--- config.mk ---
export PLATFORM = sky130hd
export DESIGN_NAME = xalu_serial
export DESIGN_NICKNAME = d
export VERILOG_FILES = /design/src/rtl/xalu_serial.sv
export SDC_FILE = /design/constraint.sdc
export NUM_CORES = 1
export LEC_CHECK = 0
export ABC_AREA = 1
export CAP_MARGIN = 20
export CORE_ASPECT_RATIO = 1.2
export CORE_MARGIN = 10
export CORE_UTILIZATION = 55
export DETAILED_ROUTE_END_ITERATION = 7
export GPL_TIMING_DRIVEN = 0
export PLACE_DENSITY = 0.84
export SLEW_MARGIN = 15
export SYNTH_ARGS = -nofsm -noshare
export SYNTH_HDL_FRONTEND = slang
export SYNTH_SLANG_ARGS = --single-unit
--- constraint.sdc ---
create_clock -name clk_i -period 8.2 [get_ports clk_i]
set_input_delay 1.64 -clock clk_i [delete_from_list [all_inputs] [get_ports clk_i]]
set_output_delay 1.64 -clock clk_i [all_outputs]
set_load 0.02 [all_outputs]
--- src/rtl/xalu_serial.sv ---
// xalu_serial: multi-cycle WIDTH-bit ALU built from one SLICE-bit datapath.
// A single slice is reused NS = WIDTH/SLICE times. The carry (ADD) or the
// shifted-out bit (SHL/SHR) is chained between cycles in c_q. Results and
// status flags are registered and held between operations.
module xalu_serial #(
    parameter int WIDTH = 16,
    parameter int SLICE = 4
) (
    input  logic             clk_i,
    input  logic             rst_i,
    input  logic             start_i,
    input  logic [2:0]       op_i,
    input  logic             com_i,
    input  logic [WIDTH-1:0] a_i,
    input  logic [WIDTH-1:0] b_i,
    input  logic             ci_i,
    output logic             busy_o,
    output logic             done_o,
    output logic [WIDTH-1:0] y_o,
    output logic             co_o,
    output logic             zero_o,
    output logic             neg_zero_o,
    output logic             equ_o
);

    localparam int NS = WIDTH / SLICE;
    localparam int KW = (NS > 1) ? $clog2(NS) : 1;

    localparam logic [2:0] OP_ADD   = 3'd0;
    localparam logic [2:0] OP_AND   = 3'd1;
    localparam logic [2:0] OP_OR    = 3'd2;
    localparam logic [2:0] OP_XOR   = 3'd3;
    localparam logic [2:0] OP_PASSA = 3'd4;
    localparam logic [2:0] OP_PASSB = 3'd5;
    localparam logic [2:0] OP_SHR   = 3'd6;
    localparam logic [2:0] OP_SHL   = 3'd7;

    typedef enum logic [1:0] {
        S_IDLE = 2'd0,
        S_RUN  = 2'd1,
        S_DONE = 2'd2
    } state_t;

    state_t state_q, state_d;

    // Latched operation and running state
    logic [WIDTH-1:0] a_q, b_q, res_q;
    logic [2:0]       op_q;
    logic             com_q;
    logic             c_q;
    logic [KW-1:0]    k_q;
    logic             zacc_q, oacc_q, eacc_q;

    // Held outputs
    logic [WIDTH-1:0] y_q;
    logic             co_q, zero_q, neg_q, equ_q;

    // Slice datapath signals
    logic [KW-1:0]    idx;
    logic [SLICE-1:0] a_s, b_s;
    logic [SLICE:0]   carry;
    logic [SLICE-1:0] sum_s, shl_s, shr_s;
    logic [SLICE-1:0] func_s, slice_out;
    logic             c_next;
    logic             co_final;
    logic             last;
    logic [WIDTH-1:0] res_next;
    logic             zacc_next, oacc_next, eacc_next;

    // SHR walks slices MSB-first so the shift-in bit travels downward.
    assign idx  = (op_q == OP_SHR) ? (KW'(NS - 1) - k_q) : k_q;
    assign a_s  = a_q[idx*SLICE +: SLICE];
    assign b_s  = b_q[idx*SLICE +: SLICE];
    assign last = (k_q == KW'(NS - 1));

    assign carry[0] = c_q;

    // Per-bit slice logic: ripple adder plus the neighbour taps for shifts.
    generate
        for (genvar gi = 0; gi < SLICE; gi++) begin : g_bit
            assign sum_s[gi]    = a_s[gi] ^ b_s[gi] ^ carry[gi];
            assign carry[gi+1]  = (a_s[gi] & b_s[gi]) | (carry[gi] & (a_s[gi] ^ b_s[gi]));
            if (gi == 0) begin : g_shl_lo
                assign shl_s[gi] = c_q;
            end else begin : g_shl_hi
                assign shl_s[gi] = a_s[gi-1];
            end
            if (gi == SLICE - 1) begin : g_shr_hi
                assign shr_s[gi] = c_q;
            end else begin : g_shr_lo
                assign shr_s[gi] = a_s[gi+1];
            end
        end
    endgenerate

    // Select the slice function and the next chain bit for the latched op.
    always_comb begin
        func_s = '0;
        c_next = c_q;
        case (op_q)
            OP_ADD: begin
                func_s = sum_s;
                c_next = carry[SLICE];
            end
            OP_AND:   func_s = a_s & b_s;
            OP_OR:    func_s = a_s | b_s;
            OP_XOR:   func_s = a_s ^ b_s;
            OP_PASSA: func_s = a_s;
            OP_PASSB: func_s = b_s;
            OP_SHR: begin
                func_s = shr_s;
                c_next = a_s[0];
            end
            OP_SHL: begin
                func_s = shl_s;
                c_next = a_s[SLICE-1];
            end
            default: func_s = '0;
        endcase
    end

    // Apply complement, merge the slice into the result and update the flags.
    always_comb begin
        slice_out = func_s ^ {SLICE{com_q}};
        res_next  = res_q;
        res_next[idx*SLICE +: SLICE] = slice_out;
        zacc_next = zacc_q & ~(|slice_out);
        oacc_next = oacc_q & (&slice_out);
        eacc_next = eacc_q & (a_s == b_s);
        // The carry/shift-out is only meaningful for arithmetic and shifts.
        co_final  = ((op_q == OP_ADD) || (op_q == OP_SHL) || (op_q == OP_SHR)) ? c_next : 1'b0;
    end

    // FSM state register.
    always_ff @(posedge clk_i or posedge rst_i) begin
        if (rst_i) begin
            state_q <= S_IDLE;
        end else begin
            state_q <= state_d;
        end
    end

    // FSM next state: start only counts in IDLE, DONE lasts one cycle.
    always_comb begin
        state_d = state_q;
        case (state_q)
            S_IDLE:  if (start_i) state_d = S_RUN;
            S_RUN:   if (last) state_d = S_DONE;
            S_DONE:  state_d = S_IDLE;
            default: state_d = S_IDLE;
        endcase
    end

    // Operand latch and per-slice iteration state.
    always_ff @(posedge clk_i or posedge rst_i) begin
        if (rst_i) begin
            a_q    <= '0;
            b_q    <= '0;
            op_q   <= '0;
            com_q  <= 1'b0;
            c_q    <= 1'b0;
            k_q    <= '0;
            res_q  <= '0;
            zacc_q <= 1'b0;
            oacc_q <= 1'b0;
            eacc_q <= 1'b0;
        end else if (state_q == S_IDLE && start_i) begin
            a_q    <= a_i;
            b_q    <= b_i;
            op_q   <= op_i;
            com_q  <= com_i;
            c_q    <= ci_i;
            k_q    <= '0;
            res_q  <= '0;
            zacc_q <= 1'b1;
            oacc_q <= 1'b1;
            eacc_q <= 1'b1;
        end else if (state_q == S_RUN) begin
            res_q  <= res_next;
            c_q    <= c_next;
            k_q    <= k_q + KW'(1);
            zacc_q <= zacc_next;
            oacc_q <= oacc_next;
            eacc_q <= eacc_next;
        end
    end

    // Output registers load together on the final slice and hold afterwards.
    always_ff @(posedge clk_i or posedge rst_i) begin
        if (rst_i) begin
            y_q    <= '0;
            co_q   <= 1'b0;
            zero_q <= 1'b0;
            neg_q  <= 1'b0;
            equ_q  <= 1'b0;
        end else if (state_q == S_RUN && last) begin
            y_q    <= res_next;
            co_q   <= co_final;
            zero_q <= zacc_next;
            neg_q  <= oacc_next;
            equ_q  <= eacc_next;
        end
    end

    assign busy_o     = (state_q == S_RUN);
    assign done_o     = (state_q == S_DONE);
    assign y_o        = y_q;
    assign co_o       = co_q;
    assign zero_o     = zero_q;
    assign neg_zero_o = neg_q;
    assign equ_o      = equ_q;

endmodule

* After elaboration in Yosys (flattened, before gate mapping) *
Cells that the tools add are included.

cells by class
  multiply operators = 0
  divide/modulo/power cells = 0
  add/subtract/negate cells = 3
  shift-type cells = 4
  magnitude comparators = 0
  bitwise logic cells = 28
  reductions and logical operators = 10
  eq/ne operators = 13
  mux-type cells = 20

operators with widths
  kind                                                   number
  negator 4 -> 34 bit                                    1
  variable shift 4 x 34 -> 16 bit, first input constant  1
  variable part select 4 x 34 -> 16 bit                  1
  two-way mux 16 bit                                     2
  one-hot mux 4 bit (8 select lines)                     1
  variable part select 16 x 5 -> 4 bit                   2
  bitwise mux 16 bit                                     1
  == test 3 bit, second input constant                   4
  bitwise AND 1 bit                                      11
  two-way mux 2 bit                                      5
  two-way mux 1 bit                                      9
  bitwise XOR 1 bit                                      8
  bitwise XOR 4 bit                                      2
  == test 3 x 2 -> 1 bit, second input constant          2
  bitwise AND 4 bit                                      1
  == test 2 bit, second input constant                   2
  == test 4 bit                                          1
  OR 1 bit                                               4
  OR 4 bit                                               1
  one-hot mux 2 bit (2 select lines)                     1
  AND reduction 4 bit                                    1
  OR reduction 4 bit                                     1
  == test 3 x 1 -> 1 bit, second input constant          1
  zero test 3 bit                                        1
  12 further kinds                                       14

storage, ports and cells
  output and inout bits = 22
  logic and storage cells = 94
  latch bits = 0
  memories = 0
  register bits after elaboration = 80
  bits of input ports = 40
  memory bits (read-only) = 0
  RAM bits = 0

* Longest topological paths before layout *
  word-level depth = 18
  depth in mapped cells = 22
  depth with buffers taken out = 21

* Worst setup path after synthesis *
No wires, ideal clock.

  path kind = reg2reg
  start point = reg op_q[0]
  end point = reg oacc_q
  setup slack = 4.362 ns
  data required time = 8.081 ns
  stages on the path, launching flop included = 21
  arrival time = 3.719 ns
  period minus slack after synthesis = 3.838 ns
  setup time = 0.119 ns
  path buffers = 1
  path through = dfrtp_1 inv_2 nand3_4 nand2_2 nand2_2 buf_6 o21ai_0 nand2_1 nand2_1 inv_1 fa_1 fa_1 fa_1 fa_1 or2_2 o21ai_1 nand2_1 nand3_1 nor2_1 nand3_1 nand2_1

between the ends
  word-level cells in the longest chain between the ends = 17
  elaborated cells between the ends (all ways) = 37
  those cells by class = 7 x eq/ne; 2 x shift; 4 x mux; 22 x bitwise; 2 x reduce/logical

ends and longest elaborated chain
  what                                                            RTL line  source
  start, declared                                                 48        logic [2:0] op_q;
  start signal, assigned                                          170       op_q <= op_i;
  == test 3 bit                                                   71, 100
  two-way mux 2 bit                                               71        assign idx = (op_q == OP_SHR) ? (KW'(NS - 1) - k_q) : k_q;
  variable part select 16 x 5 -> 4 bit, on equally long branches  72, 73
  bitwise XOR 1 bit                                               81, 82
  bitwise AND 1 bit                                               82        assign carry[gi+1] = (a_s[gi] & b_s[gi]) | (carry[gi] & (a_s[gi] ^ b_s[gi]));
  OR 1 bit                                                        82
  bitwise AND 1 bit                                               82
  OR 1 bit                                                        82
  bitwise AND 1 bit                                               82
  OR 1 bit                                                        82
  bitwise XOR 1 bit                                               81        assign sum_s[gi] = a_s[gi] ^ b_s[gi] ^ carry[gi];
  one-hot mux 4 bit (8 select lines) *                            100       case (op_q)
  bitwise XOR 4 bit *                                             124       slice_out = func_s ^ {SLICE{com_q}};
  AND reduction 4 bit *                                           128       oacc_next = oacc_q & (&slice_out);
  bitwise AND 1 bit *                                             128
  two-way mux 1 bit *                                             178       end else if (state_q == S_RUN) begin
  two-way mux 1 bit *                                             167       end else if (state_q == S_IDLE && start_i) begin
  end signal, assigned                                            183       oacc_q <= oacc_next;
  end, declared                                                   52        logic zacc_q, oacc_q, eacc_q;

Every way passes the cells marked *; elsewhere a longest branch is shown, timed or not. The select of a mux whose other input is x is not followed.
A chain may end at the register's enable or synchronous reset.

* Final worst setup path *
  start point = reg op_q[2]
  end point = reg oacc_q

Same word-level chain as after synthesis.

==> metrics.yaml <==
floorplan:
  start_util_pct: 56.5
  core_mm2: 0.00771
  ioPinCount: 62
  die_height_um: 117
  rows: 35
  die_w_um: 101
  die-area_mm2: 0.0119
finish:
  seqCellArea_mm2: 0.00200
  finalNetCount: 728
  num_antenna_cells: 0
  final_common_cell: "nand2_1"
  final_core_util_pct: 69.0
  multi_input_area_mm2: 0.00212
  final_layout_size_suffix_gt1_share_pct: 6.91
  layout.cells.non_filler: 772
  finalInstanceArea_mm2: 0.00532
  fillers: 683
  area_growth_pct: 22.3
  final_cell_mix: "nand2_1, dfrtp_1, clkdlybuf4s50_1, nand3_1, inv_1"
grt:
  grt_usage_pct: 20.0
  grt_pass1_wl_um: 19700
  grt_pass1_vias: 4215
  antenna_found_initial: 0
  overflow: 0
  grt_max_degree: 52
route:
  dr_wl_met3_um: 705
  initialDrtViolationCount: 260
  wl_met1_um: 4630
  top_layer_used: "met4"
  vias_per_cell: 5.35
  num_vias: 4127
  route.detailed.drc: 0
  finalWirelength_um: 11500
  antenna_left: 0
  dr_wl_met2_um: 5950
  drt_pass1_iterations: 7
  wl_per_cell_um: 14.9
timing:
  whs_ps: 478
  clock-skew-final_ps: 14.7
  rsz0062_at_grt: "false"
  period_needed_ps: 4440
  worst_pin_slew_ps: 715
  tns_ps: 0
  setup_ws_ps: 3760
  fin_crit_sh_pct: 54.1
  fmax_mhz: 225
  slew_violations: 0
  hold_viol: 0
  setup_violations: 0
  slew_headroom_pct: 52.1
pwr:
  power_frac_seq_pct: 26.4
  irDropWorstVdd_mv: 0.256
  finalPower_mw: 2.47
  intPower_mw: 1.22
  p_leak_nw: 2.82
  powerDensity_mw_per_mm2: 465
  clockPowerShare_pct: 12.7
  switching_share_pct: 50.8
  pwr-share-comb_pct: 60.9
  p_sw_mw: 1.26
place:
  placed_cells: 756
  place_congestion: 0.925
  placed_cell_area_mm2: 0.00511
  port_buffers: 61
  dp_hpwl_um: 8660
  place_ws_ps: 3800
worst_hold_path:
  hp-class: "reg -> reg"
synth:
  avgSynthCellArea_um2: 7.23
  ys_types: 32
  syn_inst: 602
  synth-warning-count: 0
  syn_nets: 655
  ys_seq_elements: 80
  syn_area_mm2: 0.00435
  ys_seq_area_share_pct: 46.0
cts:
  clk_latency_ps: 370
  cts_tree: "built"
  ctsResizeCount: 0
  clockBufferDepth: 2
  clkTransAtPathRegs_ps: 80
  htree_levels: 3
  root_buffer: "clkbuf_8"
  clock_sinks: 80
  post_cts_buffers: 0
  hold_buffers: 0
  numCtsBuffers: 9
critical_path:
  worstPathMaxFanout: 7
  end_kind: "flop"
  arrival_ps: 4690
  crit_path_start_kind: "flop"
  crit_type: "reg -> reg"
  worstPathRequired_ps: 8450
run:
  drv_cap: 0
run_status:
  outcome: "completed"
cell families (layout without fill, tap and decap cells):
family / after synthesis / after routing / synth area share [%]
adder cells (fa/ha/maj): 13 / 13 / 4.43
AND/OR/NAND/NOR: 414 / 414 / 38.7
AO/OA/AOI/OAI: 37 / 37 / 4.92
flip-flops: 80 / 80 / 46.0
buffers and inverters: 56 / 134 / 5.20
XOR/XNOR: 2 / 2 / 0.748
flip-flops by register name, summed over array words and instances (netlist names), 2 cells and up:
signal,count
op_q,3
b_q,16
k_q,2
res_q,16
state_q,2
a_q,16
y_o,16
power by group through the flow:
stage	Sequential, mW	Combinational [mW]	Clock, mW
2_1_floorplan	0.680	1.03	0
3_3_place_gp	0.652	1.44	0
3_5_place_dp	0.658	1.49	0
4_1_cts	0.651	1.50	0.317
5_1_grt	0.672	1.70	0.332
6_report	0.653	1.51	0.314
per-layer routing:
layer  vias up  GRT usage [%]
met1      1936           22.8
met4         0           7.07
met5         -              0
met2       145           34.7
met3        26           4.76
li1       2020              -
cells in the mapped netlist, drive strengths merged:
library cell	instances	area, um^2
ha	9	113
nand4	1	6.26
or2	4	25.0
a21oi	6	30.0
nor3	4	20.0
buf	6	38.8
a31oi	1	6.26
nand3	46	248
o21ai	20	100
nor2	19	78.8
o21bai	1	7.51
inv	36	135
fa	4	80.1
clkbuf	13	48.8
clkinv	1	3.75
o22ai	3	18.8
nand2	340	1310
xor2	2	32.5
a22o	1	8.76
a2bb2oi	1	8.76
o2111ai	3	26.3
dfrtp	80	2000
a21boi	1	7.51
critical path: stages, from the launching register on:
cell	delay (ps)
dfrtp_1	540
nand2_2	110
nor2_2	280
nand2_2	150
nand2_4	150
nand2_1	60
nand2_1	60
nand2_1	60
nand2_1	130
inv_1	80
fa_1	390
fa_1	430
fa_1	460
fa_1	430
or2_2	320
o21ai_1	130
nand2_1	180
nand3_1	120
nor2_1	70
nand3_1	110
nand2_1	60
final timing paths:
kind / start / to / slack (ps) / depth (start not counted)
max: op_q[2]$_DFFE_PP0P_ / oacc_q$_DFFE_PP0P_ / 3760 / 20
min: y_o[8]$_DFFE_PP0P_ / y_o[8]$_DFFE_PP0P_ / 480 / 2
max reg2reg: op_q[2]$_DFFE_PP0P_ / oacc_q$_DFFE_PP0P_ / 3760 / 20
min reg2reg: y_o[8]$_DFFE_PP0P_ / y_o[8]$_DFFE_PP0P_ / 480 / 2
max in group asynchronous: rst_i / op_q[0]$_DFFE_PP0P_ / 6000 / 3
min in group asynchronous: rst_i / y_o[0]$_DFFE_PP0P_ / 1610 / 2
layout make-up:
cell class	count	share of cell area [%]
plain buffers	19	1.65
clock buffers	10	2.59
clock inverters	6	1.41
inverters	37	2.66
multi-input cells	466	39.9
flip-flops and latches	80	37.6
well taps	92	2.16
repair buffers	62	12.0
No activity file was read; power rests on OpenSTA's default activity.
